## src/rtl/kevin_gen_if.sv

```systemverilog
// kevin_gen_if: valid/ready stream carrying one Kevin number per transfer
// master drives out_valid, out, out_idx; slave drives out_ready.
interface kevin_gen_if;
  logic       out_valid;
  logic       out_ready;
  logic [3:0] out;
  logic [2:0] out_idx;
  modport master (output out_valid, out, out_idx, input out_ready);
  modport slave (input out_valid, out, out_idx, output out_ready);
endinterface

```

## src/rtl/kevin_gen.sv

```systemverilog
// kevin_gen: steps through the Kevin number set {1,5,6,7,9,10,12,14} on a valid/ready stream
// Ports: clk, rst (async, active-high); en run request; dir 1=ascending 0=descending;
// load/load_val seed the index in IDLE (snapped to the set); s stream (out_valid, out_ready,
// out, out_idx); wrap one-cycle pulse after an index wrap; lap_cnt wraps since reset.
module kevin_gen #(
  parameter int START_IDX = 0,
  parameter int LAP_W = 4
) (
  input  logic             clk,
  input  logic             rst,
  input  logic             en,
  input  logic             dir,
  input  logic             load,
  input  logic [3:0]       load_val,
  kevin_gen_if.master      s,
  output logic             wrap,
  output logic [LAP_W-1:0] lap_cnt
);
  localparam logic [31:0] TBL = {4'd14, 4'd12, 4'd10, 4'd9, 4'd7, 4'd6, 4'd5, 4'd1};
  typedef enum logic {IDLE, ACTIVE} state_t;
  state_t state, state_n;
  logic [2:0] idx, idx_n, snap_up, snap_dn;
  logic wrap_n;
  logic [LAP_W-1:0] lap_n;
  logic hs;
  // snap_up: smallest member >= load_val (15 falls back to idx 0);
  // snap_dn: largest member <= load_val (0 falls back to idx 7)
  always_comb begin
    snap_up = 3'd0;
    snap_dn = 3'd7;
    for (int i = 7; i >= 0; i--)
      if (TBL[i*4 +: 4] >= load_val) snap_up = 3'(i);
    for (int i = 0; i < 8; i++)
      if (TBL[i*4 +: 4] <= load_val) snap_dn = 3'(i);
  end
  assign hs = (state == ACTIVE) && s.out_ready;
  always_comb begin
    state_n = state;
    idx_n = idx;
    wrap_n = 1'b0;
    lap_n = lap_cnt;
    if (state == IDLE) begin
      if (load) idx_n = dir ? snap_up : snap_dn;
      else if (en) state_n = ACTIVE;
    end else if (hs) begin
      idx_n = dir ? idx + 3'd1 : idx - 3'd1;
      wrap_n = dir ? (idx == 3'd7) : (idx == 3'd0);
      lap_n = lap_cnt + LAP_W'(wrap_n);
      state_n = en ? ACTIVE : IDLE;
    end
  end
  always_ff @(posedge clk or posedge rst)
    if (rst) begin
      state <= IDLE;
      idx <= 3'(START_IDX);
      wrap <= 1'b0;
      lap_cnt <= '0;
    end else begin
      state <= state_n;
      idx <= idx_n;
      wrap <= wrap_n;
      lap_cnt <= lap_n;
    end
  assign s.out_valid = (state == ACTIVE);
  assign s.out_idx = idx;
  assign s.out = TBL[{idx, 2'b00} +: 4];
endmodule
```

## src/flat_wrapper.sv

```systemverilog
// flat-port wrapper written by rule: the top's interface ports become plain ports
module kevin_gen_flat 
#(
  parameter int START_IDX = 0,
  parameter int LAP_W = 4
)
  (clk, rst, en, dir, load, load_val, wrap, lap_cnt, s_out_valid, s_out, s_out_idx, s_out_ready);
  kevin_gen_if s_i ();
  input  logic clk;
  input  logic rst;
  input  logic en;
  input  logic dir;
  input  logic load;
  input  logic [3:0] load_val;
  output logic wrap;
  output logic [LAP_W-1:0] lap_cnt;
  output wire logic [$bits(s_i.out_valid)-1:0] s_out_valid;
  output wire logic [$bits(s_i.out)-1:0] s_out;
  output wire logic [$bits(s_i.out_idx)-1:0] s_out_idx;
  input wire logic [$bits(s_i.out_ready)-1:0] s_out_ready;
  assign s_out_valid = s_i.out_valid;
  assign s_out = s_i.out;
  assign s_out_idx = s_i.out_idx;
  assign s_i.out_ready = s_out_ready;
  kevin_gen #(.START_IDX(START_IDX), .LAP_W(LAP_W)) u_core (.clk(clk), .rst(rst), .en(en), .dir(dir), .load(load), .load_val(load_val), .s(s_i), .wrap(wrap), .lap_cnt(lap_cnt));
endmodule
```

## config.mk

```make
export PLATFORM = sky130hd
export DESIGN_NAME = kevin_gen_flat
export DESIGN_NICKNAME = d
export VERILOG_FILES = /design/src/rtl/kevin_gen_if.sv /design/src/rtl/kevin_gen.sv /design/src/flat_wrapper.sv
export SDC_FILE = /design/constraint.sdc
export NUM_CORES = 1
export LEC_CHECK = 0
export BUFFER_PORTS_ARGS = -buffer_cell sky130_fd_sc_hd__buf_4
export CORE_MARGIN = 2
export CORE_UTILIZATION = 35
export DETAILED_ROUTE_END_ITERATION = 6
export PLACE_DENSITY = 0.58
export SLEW_MARGIN = 20
export SYNTH_ARGS = -nofsm -noshare
export SYNTH_HDL_FRONTEND = slang
export SYNTH_SLANG_ARGS = --single-unit
```

## constraint.sdc

```tcl
create_clock -name clk -period 2 [get_ports clk]
set_input_delay 0.4 -clock clk [delete_from_list [all_inputs] [get_ports clk]]
set_output_delay 0.4 -clock clk [all_outputs]
set_load 0.01 [all_outputs]
```

==> results of run 1 <==
sequential cells by signal (all words and copies together) (netlist names):
| register | count |
|---|---|
| u_core.s.out_valid | 1 |
| u_core.lap_cnt | 4 |
| u_core.s.out_idx | 3 |
| u_core.wrap | 1 |
kinds of logic (layout without fill, tap and decap cells):
kind of cell,after synthesis,after routing,synth area share (%)
flops,9,9,34.16
simple gates,19,19,16.89
compound gates,22,22,23.34
buf+inv,11,34,9.677
mux,3,3,5.123
xor+xnor,3,3,3.986
fa+ha+maj,3,3,6.831
worst paths after layout:
| kind | slack, ps | cells past startpoint | to |
|---|---|---|---|
| setup / recovery | 250 | 5 | u_core.lap_cnt[1]$_DFFE_PP0P_ |
| hold / removal | 100 | 2 | u_core.lap_cnt[2]$_DFFE_PP0P_ |
| setup reg to reg | 250 | 5 | u_core.lap_cnt[1]$_DFFE_PP0P_ |
| hold reg to reg | 480 | 1 | u_core.lap_cnt[3]$_DFFE_PP0P_ |
| max in group asynchronous | 1640 | 2 | u_core.lap_cnt[0]$_DFFE_PP0P_ |
| min in group clk | 330 | 2 | u_core.s.out_valid$_DFF_PP0_ |
layout by cell type, fill, tap and decap left out, types with 2 or more instances in the layout:
cell type / instances
o21ai_0: 3
inv_1: 7
nand3_1: 2
nand2_1: 4
xnor2_1: 2
clkbuf_4: 3
nor4_1: 2
ha_1: 2
a21oi_1: 8
mux2_2: 3
buf_4: 23
nand2b_1: 2
and2_1: 3
dfrtp_1: 9
routing by layer:
metal / routed length [um] / share of wire (%) / up-vias
met3: 89 / 6.7 / 2
met2: 532 / 40 / 17
met1: 709 / 53 / 267
met4: 6 / 0.45 / 0
met5: 0 / 0 / -
li1: - / - / 301
power groups by stage:
stage / clock network [uW] / registers [uW] / logic [uW]
finish: 137 / 289 / 363
global route: 153 / 299 / 409
CTS: 146 / 289 / 370
detailed placement: 0 / 292 / 368
global placement: 0 / 288 / 368
floorplan: 0 / 310 / 181
through the flow:
| step | utilization (%) | cell area, um^2 | total power [uW] | setup WS [ps] | hold WS (ps) |
|---|---|---|---|---|---|
| after floorplan | - | 659.4 | 491.2 | 272.7 | 227.9 |
| after global placement | 47.31 | 825.8 | 656.7 | 302.4 | 383.8 |
| after detailed placement | 47.31 | 825.8 | 659.7 | 230.2 | 395.6 |
| after CTS | 48.82 | 852.1 | 804.9 | 246.5 | 104.4 |
| after global routing | 48.82 | 852.1 | 861.3 | 178.5 | 114.1 |
| final | 48.82 | 852.1 | 789.3 | 251.5 | 102.0 |
layout make-up:
| class | instances | area, um^2 |
|---|---|---|
| fill | 186 | 893.4 |
| multi-input combinational | 50 | 370.4 |
| sequential | 9 | 225.2 |
| timing repair buffer | 23 | 172.7 |
| tap | 25 | 31.28 |
| clock buffer | 4 | 26.28 |
| inverter | 7 | 26.28 |
worst reg2reg max path: cells and delay by family, from the launching register on:
family,cells,cell delay [ps]
flops,1,460
simple gates,1,190
fa+ha+maj,2,460
compound gates,1,250
mux,1,260
Yosys cell counts (2+ instances only):
library cell  count  area [um^2]
a21oi_1           8        40.04
nand2b_1          2        12.51
buf_6             2        22.52
and2_1            3        18.77
ha_1              2        25.02
inv_1             7        26.28
nor4_1            2        12.51
buf_4             2        15.01
mux2_2            3        33.78
dfrtp_1           9        225.2
o21ai_0           3        15.01
nand2_1           4        15.01
xnor2_1           2        17.52
nand3_1           2        10.01
==> results.sh, run 1 <==
export IMPL_synth_main_ff_cell="dfrtp_1"
export IMPL_yosysWarnings=0
export IMPL_dpl_cell_count=114
export IMPL_die_h_um=47.41
export IMPL_insertion_delay_ps=260
export IMPL_cts_buffers=3
export IMPL_r2r_start="u_core.s.out_idx[2]$_DFFE_PP0P_"
export IMPL_final_period_utilization_pct=87.43
export IMPL_antenna_found_initial=0
export IMPL_max_freq_mhz=571.9
export IMPL_critPathTopFamily="flip-flops"
export IMPL_detail_route_wl_per_cell_um=11.33
export IMPL_synth_edf_count=0
export IMPL_grt_pass1_wl_um=2076
export IMPL_ys_seq_area_share_pct=34.16
export IMPL_seqPwrFrac_pct=36.6
export IMPL_cts_hold_buffers_added=0
export IMPL_die_area_um2=2247
export IMPL_htree_levels=1
export IMPL_cp_cell_sequence="and2_1, a31o_2, ha_1, ha_1, mux2_2"
export IMPL_netlist_area_um2=659.4
export IMPL_stdcell_count=118
export IMPL_vias=587
export IMPL_layout_nets=107
export IMPL_root_buffer="clkbuf_4"
export IMPL_grt_busiest_layer="met1"
export IMPL_critPathCaptureType="flip-flop"
export IMPL_drt_initial_drc_count=8
export IMPL_grt_use_met3_pct=5.769
export IMPL_drive_above_1_share_pct=36.56
export IMPL_portBuffers=22
export IMPL_viasPerCell=4.975
export IMPL_grt_usage_pct=13.48
export IMPL_hp_class="in -> async"
export IMPL_status="complete, no violations"
export IMPL_grt_max_degree=10
export IMPL_diodes=0
export IMPL_clk_transition_reported_paths_ps=60
export IMPL_pin_count=23
export IMPL_worstPathRequired_ps=2140
export IMPL_die_w_um=47.41
export IMPL_rows=15
export IMPL_crit_buf_inv=0
export IMPL_power_density_nw_per_um2=926.3
export IMPL_slew_violations=0
export IMPL_rsz0062_at_grt="no"
export IMPL_grt_pass1_vias=496
export IMPL_slowest_delay_ps=460
export IMPL_setup_viol=0
export IMPL_clk_path_buf_depth=2
export IMPL_synth_cells=70
export IMPL_async_reset_ff_share_pct=100.0
export IMPL_grt_overflow=0
export IMPL_syn_nets=83
export IMPL_antenna_left=0
export IMPL_cts_tree="built"
export IMPL_cp_startpoint="u_core.s.out_idx[2]$_DFFE_PP0P_"
export IMPL_wirelength_um=1337
export IMPL_max_slew_margin_rel_pct=77.06
export IMPL_maxCapViolations=0
export IMPL_fin_skew_ps=4.926
export IMPL_place_hpwl_um=1028
export IMPL_vdd_ir_drop_max_uv=580.9
export IMPL_p_leak_uw=0.0004043
export IMPL_crit_fanout=8
export IMPL_finalSetupTns_ps=0
export IMPL_place_congestion=0.7355
export IMPL_switchingPower_uw=281.8
export IMPL_worst_pin_slew_ps=343.7
export IMPL_use_met1_pct=19.25
export IMPL_dr_pass1_iters=4
export IMPL_p_int_uw=507.5
export IMPL_clock_sinks=9
export IMPL_p_comb_share_pct=46.0
export IMPL_clkPwrFrac_pct=17.3
export IMPL_crit_top_cell="ha_1"
export IMPL_crit_slowest_cell="dfrtp_1"
export IMPL_cts_resized=0
export IMPL_ys_ff_latch=9
export IMPL_hold_viol=0
export IMPL_route_detailed_drc=0
export IMPL_worst_ep_arrival_time_ps=1890
export IMPL_met2_usage_pct=18.11
export IMPL_critPathKind="reg -> reg"
export IMPL_post_cts_buffers=0
export IMPL_area_delta_synth_final_pct=29.22
export IMPL_sw_frac_of_total_pct=35.70
export IMPL_core_area_um2=1745
export IMPL_cp_start_kind="flip-flop"
export IMPL_synth_cell_type_count=33
export IMPL_start_util_pct=37.78
export IMPL_fin_crit_ps=1749
export IMPL_syn_avg_cell_area_um2=9.420
Note: power is estimated with default switching activity, not from simulation.
==> run 2: changes to the inputs <==
--- a/config.mk
+++ b/config.mk
@@ -9,7 +9,7 @@
 export CORE_MARGIN = 2
 export CORE_UTILIZATION = 35
 export DETAILED_ROUTE_END_ITERATION = 6
-export PLACE_DENSITY = 0.58
+export PLACE_DENSITY_LB_ADDON = 0.25
 export SLEW_MARGIN = 20
 export SYNTH_ARGS = -nofsm -noshare
 export SYNTH_HDL_FRONTEND = slang
==> results.sh, run 2 (synthesis results as in run 1) <==
export IMPL_cts_tree="built"
export IMPL_grt_pass1_wl_um=2152
export IMPL_root_buffer="clkbuf_4"
export IMPL_cp_startpoint="u_core.s.out_idx[0]$_DFFE_PP0P_"
export IMPL_clk_path_buf_depth=2
export IMPL_top_register="u_core.lap_cnt"
export IMPL_die_area_um2=2247
export IMPL_final_period_utilization_pct=88.49
export IMPL_crit_fanout=8
export IMPL_cts_resized=0
export IMPL_htree_levels=1
export IMPL_worstPathRequired_ps=2140
export IMPL_r2r_start="u_core.s.out_idx[0]$_DFFE_PP0P_"
export IMPL_vias=588
export IMPL_critPathKind="reg -> reg"
export IMPL_maxCapViolations=0
export IMPL_status="complete, no violations"
export IMPL_portBuffers=22
export IMPL_final_cell_mix="22 x buf_4, 9 x dfrtp_1, 8 x a21oi_1, 7 x inv_1, 4 x nand2_1"
export IMPL_cts_buffers=3
export IMPL_detail_route_wl_per_cell_um=10.66
export IMPL_fin_skew_ps=3.213
export IMPL_antenna_left=0
export IMPL_critPathCaptureType="flip-flop"
export IMPL_wirelength_um=1247
export IMPL_post_cts_buffers=0
export IMPL_rsz0062_at_grt="no"
export IMPL_setup_viol=0
export IMPL_vdd_ir_drop_max_uv=682.9
export IMPL_placed_cell_area_um2=818.3
export IMPL_place_hpwl_um=995.8
export IMPL_cts_hold_buffers_added=0
export IMPL_diodes=0
export IMPL_core_area_um2=1745
export IMPL_rows=15
export IMPL_grt_overflow=0
export IMPL_p_leak_uw=0.0003995
export IMPL_max_freq_mhz=565.0
export IMPL_clk_transition_reported_paths_ps=60
export IMPL_pin_count=23
export IMPL_insertion_delay_ps=250
export IMPL_die_h_um=47.41
export IMPL_grt_max_degree=10
export IMPL_worst_pin_slew_ps=354.2
export IMPL_slew_violations=0
export IMPL_layout_nets=106
export IMPL_largest_reg_flops=4
export IMPL_start_util_pct=37.78
export IMPL_grt_usage_pct=13.56
export IMPL_fin_crit_ps=1770
export IMPL_hold_viol=0
export IMPL_worst_ep_arrival_time_ps=1910
export IMPL_finalSetupTns_ps=0
export IMPL_antenna_found_initial=0
export IMPL_power_density_nw_per_um2=918.5
export IMPL_max_slew_margin_rel_pct=76.36
export IMPL_viasPerCell=5.026
export IMPL_drt_initial_drc_count=4
export IMPL_final_common_cell="buf_4"
export IMPL_place_congestion=0.7264
export IMPL_clock_sinks=9
export IMPL_stdcell_area_um2=844.6
export IMPL_die_w_um=47.41
export IMPL_area_delta_synth_final_pct=28.08
export IMPL_cp_start_kind="flip-flop"
export IMPL_hp_class="in -> async"
export IMPL_route_detailed_drc=0
export IMPL_grt_pass1_vias=514
export IMPL_fillers=164
export IMPL_drive_above_1_share_pct=35.87
export IMPL_dr_pass1_iters=4
-- run 2: cell types whose count changed in the layout (fill, tap and decap cells not counted) --
| cell | delta |
|---|---|
| buf_4 | -1 |
-- run 2: final cells by class --
class | instances | area (um^2) | share of cell area, %
Multi-Input combinational cell | 50 | 370.4 | 43.85
Sequential cell | 9 | 225.2 | 26.67
Timing Repair Buffer | 22 | 165.2 | 19.56
Tap cell | 25 | 31.28 | 3.704
Clock buffer | 4 | 26.28 | 3.111
Inverter | 7 | 26.28 | 3.111
-- run 2: metrics by stage --
step	hold slack [ps]	power, uW	std cells	setup slack [ps]	utilization (%)
floorplan	227.9	491.2	70	272.7	-
global placement	386.2	650.6	113	276.8	46.88
detailed placement	398.1	647.2	113	229.3	46.88
CTS	114.2	789.8	117	226.8	48.39
global route	130.8	851.1	117	145.1	48.39
finish	108.0	775.8	117	230.2	48.39
-- run 2: path summary, 6_finish.rpt --
kind / to / depth (start not counted) / slack (ps)
setup / recovery: u_core.lap_cnt[1]$_DFFE_PP0P_ / 5 / 230
hold / removal: u_core.lap_cnt[2]$_DFFE_PP0P_ / 2 / 110
setup reg to reg: u_core.lap_cnt[1]$_DFFE_PP0P_ / 5 / 230
hold reg to reg: u_core.lap_cnt[3]$_DFFE_PP0P_ / 1 / 480
max in group asynchronous: u_core.s.out_idx[0]$_DFFE_PP0P_ / 2 / 1630
min in group clk: u_core.s.out_valid$_DFF_PP0_ / 2 / 320
-- run 2: power breakdown --
group	leakage [uW]	total (uW)	switching, uW	internal, uW
logic	0.000270	345	150	195
registers	0.000114	295	66.1	229
clock network	0.0000150	136	59.5	76.6
-- run 2: critical path, cell delays in order (launching register included) --
cell,delay (ps)
dfrtp_1,470
and2_1,220
a31o_2,260
ha_1,190
ha_1,270
mux2_2,260
-- run 2: per-layer routing --
layer / GRT usage, % / part of all wire (%) / up-vias
li1: - / - / 299
met1: 18.54 / 50 / 268
met2: 20.54 / 42 / 19
met3: 5.769 / 7.5 / 2
met4: 1.667 / 0.48 / 0
met5: 0 / 0 / -
==> run 3: changes to the inputs <==
--- a/config.mk
+++ b/config.mk
@@ -5,10 +5,10 @@
 export SDC_FILE = /design/constraint.sdc
 export NUM_CORES = 1
 export LEC_CHECK = 0
-export BUFFER_PORTS_ARGS = -buffer_cell sky130_fd_sc_hd__buf_4
 export CORE_MARGIN = 2
-export CORE_UTILIZATION = 35
+export CORE_UTILIZATION = 45
 export DETAILED_ROUTE_END_ITERATION = 6
+export DONT_BUFFER_PORTS = 1
 export PLACE_DENSITY_LB_ADDON = 0.25
 export SLEW_MARGIN = 20
 export SYNTH_ARGS = -nofsm -noshare
==> constraint.sdc (replaced) <==
create_clock -name clk -period 1.89 [get_ports clk]
set_input_delay 0.378 -clock clk [delete_from_list [all_inputs] [get_ports clk]]
set_output_delay 0.378 -clock clk [all_outputs]
set_load 0.01 [all_outputs]
==> results.sh, run 3 (synthesis results as in run 1) <==
export IMPL_status="complete, no violations"
export IMPL_placed_cell_area_um2=670.6
export IMPL_route_detailed_drc=0
export IMPL_grt_pass1_vias=515
export IMPL_fillers=132
export IMPL_grt_max_degree=10
export IMPL_antenna_left=0
export IMPL_max_freq_mhz=598.6
export IMPL_insertion_delay_ps=260
export IMPL_p_leak_uw=0.0003149
export IMPL_clk_path_buf_depth=2
export IMPL_root_buffer="clkbuf_4"
export IMPL_crit_fanout=5
export IMPL_die_h_um=42.28
export IMPL_rows=13
export IMPL_rsz0062_at_grt="no"
export IMPL_critPathKind="reg -> reg"
export IMPL_final_common_cell="dfrtp_1"
export IMPL_largest_reg_flops=4
export IMPL_cts_resized=0
export IMPL_stdcell_area_um2=706.9
export IMPL_fin_crit_ps=1671
export IMPL_vias=516
export IMPL_clk_transition_reported_paths_ps=60
export IMPL_slew_violations=0
export IMPL_diodes=0
export IMPL_hold_viol=0
export IMPL_worst_pin_slew_ps=335.3
export IMPL_htree_levels=1
export IMPL_viasPerCell=5.733
export IMPL_start_util_pct=49.44
export IMPL_maxCapViolations=0
export IMPL_finalSetupTns_ps=0
export IMPL_clock_sinks=9
export IMPL_max_slew_margin_rel_pct=77.62
export IMPL_drt_initial_drc_count=12
export IMPL_area_delta_synth_final_pct=7.211
export IMPL_detail_route_wl_per_cell_um=13.58
export IMPL_pin_count=23
export IMPL_dr_pass1_iters=4
export IMPL_die_w_um=42.28
export IMPL_cts_tree="built"
export IMPL_die_area_um2=1788
export IMPL_hp_class="in -> reg"
export IMPL_post_cts_buffers=0
export IMPL_final_cell_mix="9 x dfrtp_1, 8 x a21oi_1, 7 x inv_1, 4 x nand2_1, 4 x buf_4"
export IMPL_power_density_nw_per_um2=1021
export IMPL_fin_skew_ps=8.283
export IMPL_critPathCaptureType="flip-flop"
export IMPL_cts_buffers=3
export IMPL_grt_usage_pct=14.83
export IMPL_place_hpwl_um=947.9
export IMPL_drive_above_1_share_pct=20.00
export IMPL_grt_pass1_wl_um=2056
export IMPL_cp_start_kind="flip-flop"
export IMPL_layout_nets=89
export IMPL_setup_viol=0
export IMPL_top_register="u_core.lap_cnt"
export IMPL_vdd_ir_drop_max_uv=578.8
export IMPL_antenna_found_initial=0
export IMPL_portBuffers=0
export IMPL_place_congestion=0.7404
export IMPL_core_area_um2=1334
export IMPL_worst_ep_arrival_time_ps=1810
export IMPL_grt_overflow=0
export IMPL_final_period_utilization_pct=88.40
export IMPL_worstPathRequired_ps=2020
export IMPL_wirelength_um=1222
run 3: worst paths after layout:
check | startpoint | to | slack [ps] | depth (start not counted)
hold / removal | s_out_ready | u_core.s.out_valid$_DFF_PP0_ | 210 | 1
hold reg to reg | u_core.lap_cnt[3]$_DFFE_PP0P_ | u_core.lap_cnt[3]$_DFFE_PP0P_ | 550 | 1
setup / recovery | u_core.s.out_idx[2]$_DFFE_PP0P_ | u_core.lap_cnt[1]$_DFFE_PP0P_ | 220 | 5
max in group asynchronous | rst | u_core.lap_cnt[0]$_DFFE_PP0P_ | 1120 | 2
min in group asynchronous | rst | u_core.s.out_idx[0]$_DFFE_PP0P_ | 510 | 2
setup reg to reg | u_core.s.out_idx[2]$_DFFE_PP0P_ | u_core.lap_cnt[1]$_DFFE_PP0P_ | 220 | 5
run 3: per-layer routing:
layer  GRT usage [%]  wire, um  share of wire, %  up-vias
met5               0         0                 0        -
met4               0         0                 0        0
met3           9.483       123                10        0
met2           21.54       493                40       22
met1           19.89       605                50      232
li1                -         -                 -      262
run 3: timing repair:
| action | in CTS | in global routing |
|---|---|---|
| hold buffers | 1 | 0 |
| setup endpoints to repair | 0 | 0 |
| endpoints found under the hold margin | 9 | 0 |
run 3: stage by stage:
stage	cells	hold slack, ps	total power (uW)	util (%)	setup slack, ps
2_1_floorplan	70	205.9	519.7	-	162.7
3_3_place_gp	85	244.3	584.1	50.28	264.8
3_5_place_dp	85	247.6	583.3	50.28	225.0
4_1_cts	90	200.9	732.5	53.00	212.8
6_report	90	209.7	721.6	53.00	219.3
5_1_grt	90	183.6	791.5	53.00	137.0
run 3: final cells by class:
| type | count | area (um^2) | share of cell area [%] |
|---|---|---|---|
| Tap cell | 15 | 18.77 | 2.655 |
| Sequential cell | 9 | 225.2 | 31.86 |
| Clock buffer | 4 | 26.28 | 3.717 |
| Multi-Input combinational cell | 50 | 370.4 | 52.39 |
| Timing Repair Buffer | 5 | 40.04 | 5.664 |
| Inverter | 7 | 26.28 | 3.717 |
run 3: report_power, final:
part / internal [uW] / total (uW) / leakage [uW] / switching (uW)
Sequential: 242 / 306 / 0.000114 / 63.5
Combinational: 131 / 274 / 0.000186 / 143
Clock: 81.0 / 142 / 0.0000150 / 61.4
Total: 454 / 722 / 0.000315 / 267
run 3: worst max-delay path, cell delays in order (launching register included):
cell,delay [ps]
dfrtp_1,410
and2_1,160
a31o_2,250
ha_1,190
ha_1,270
mux2_2,260
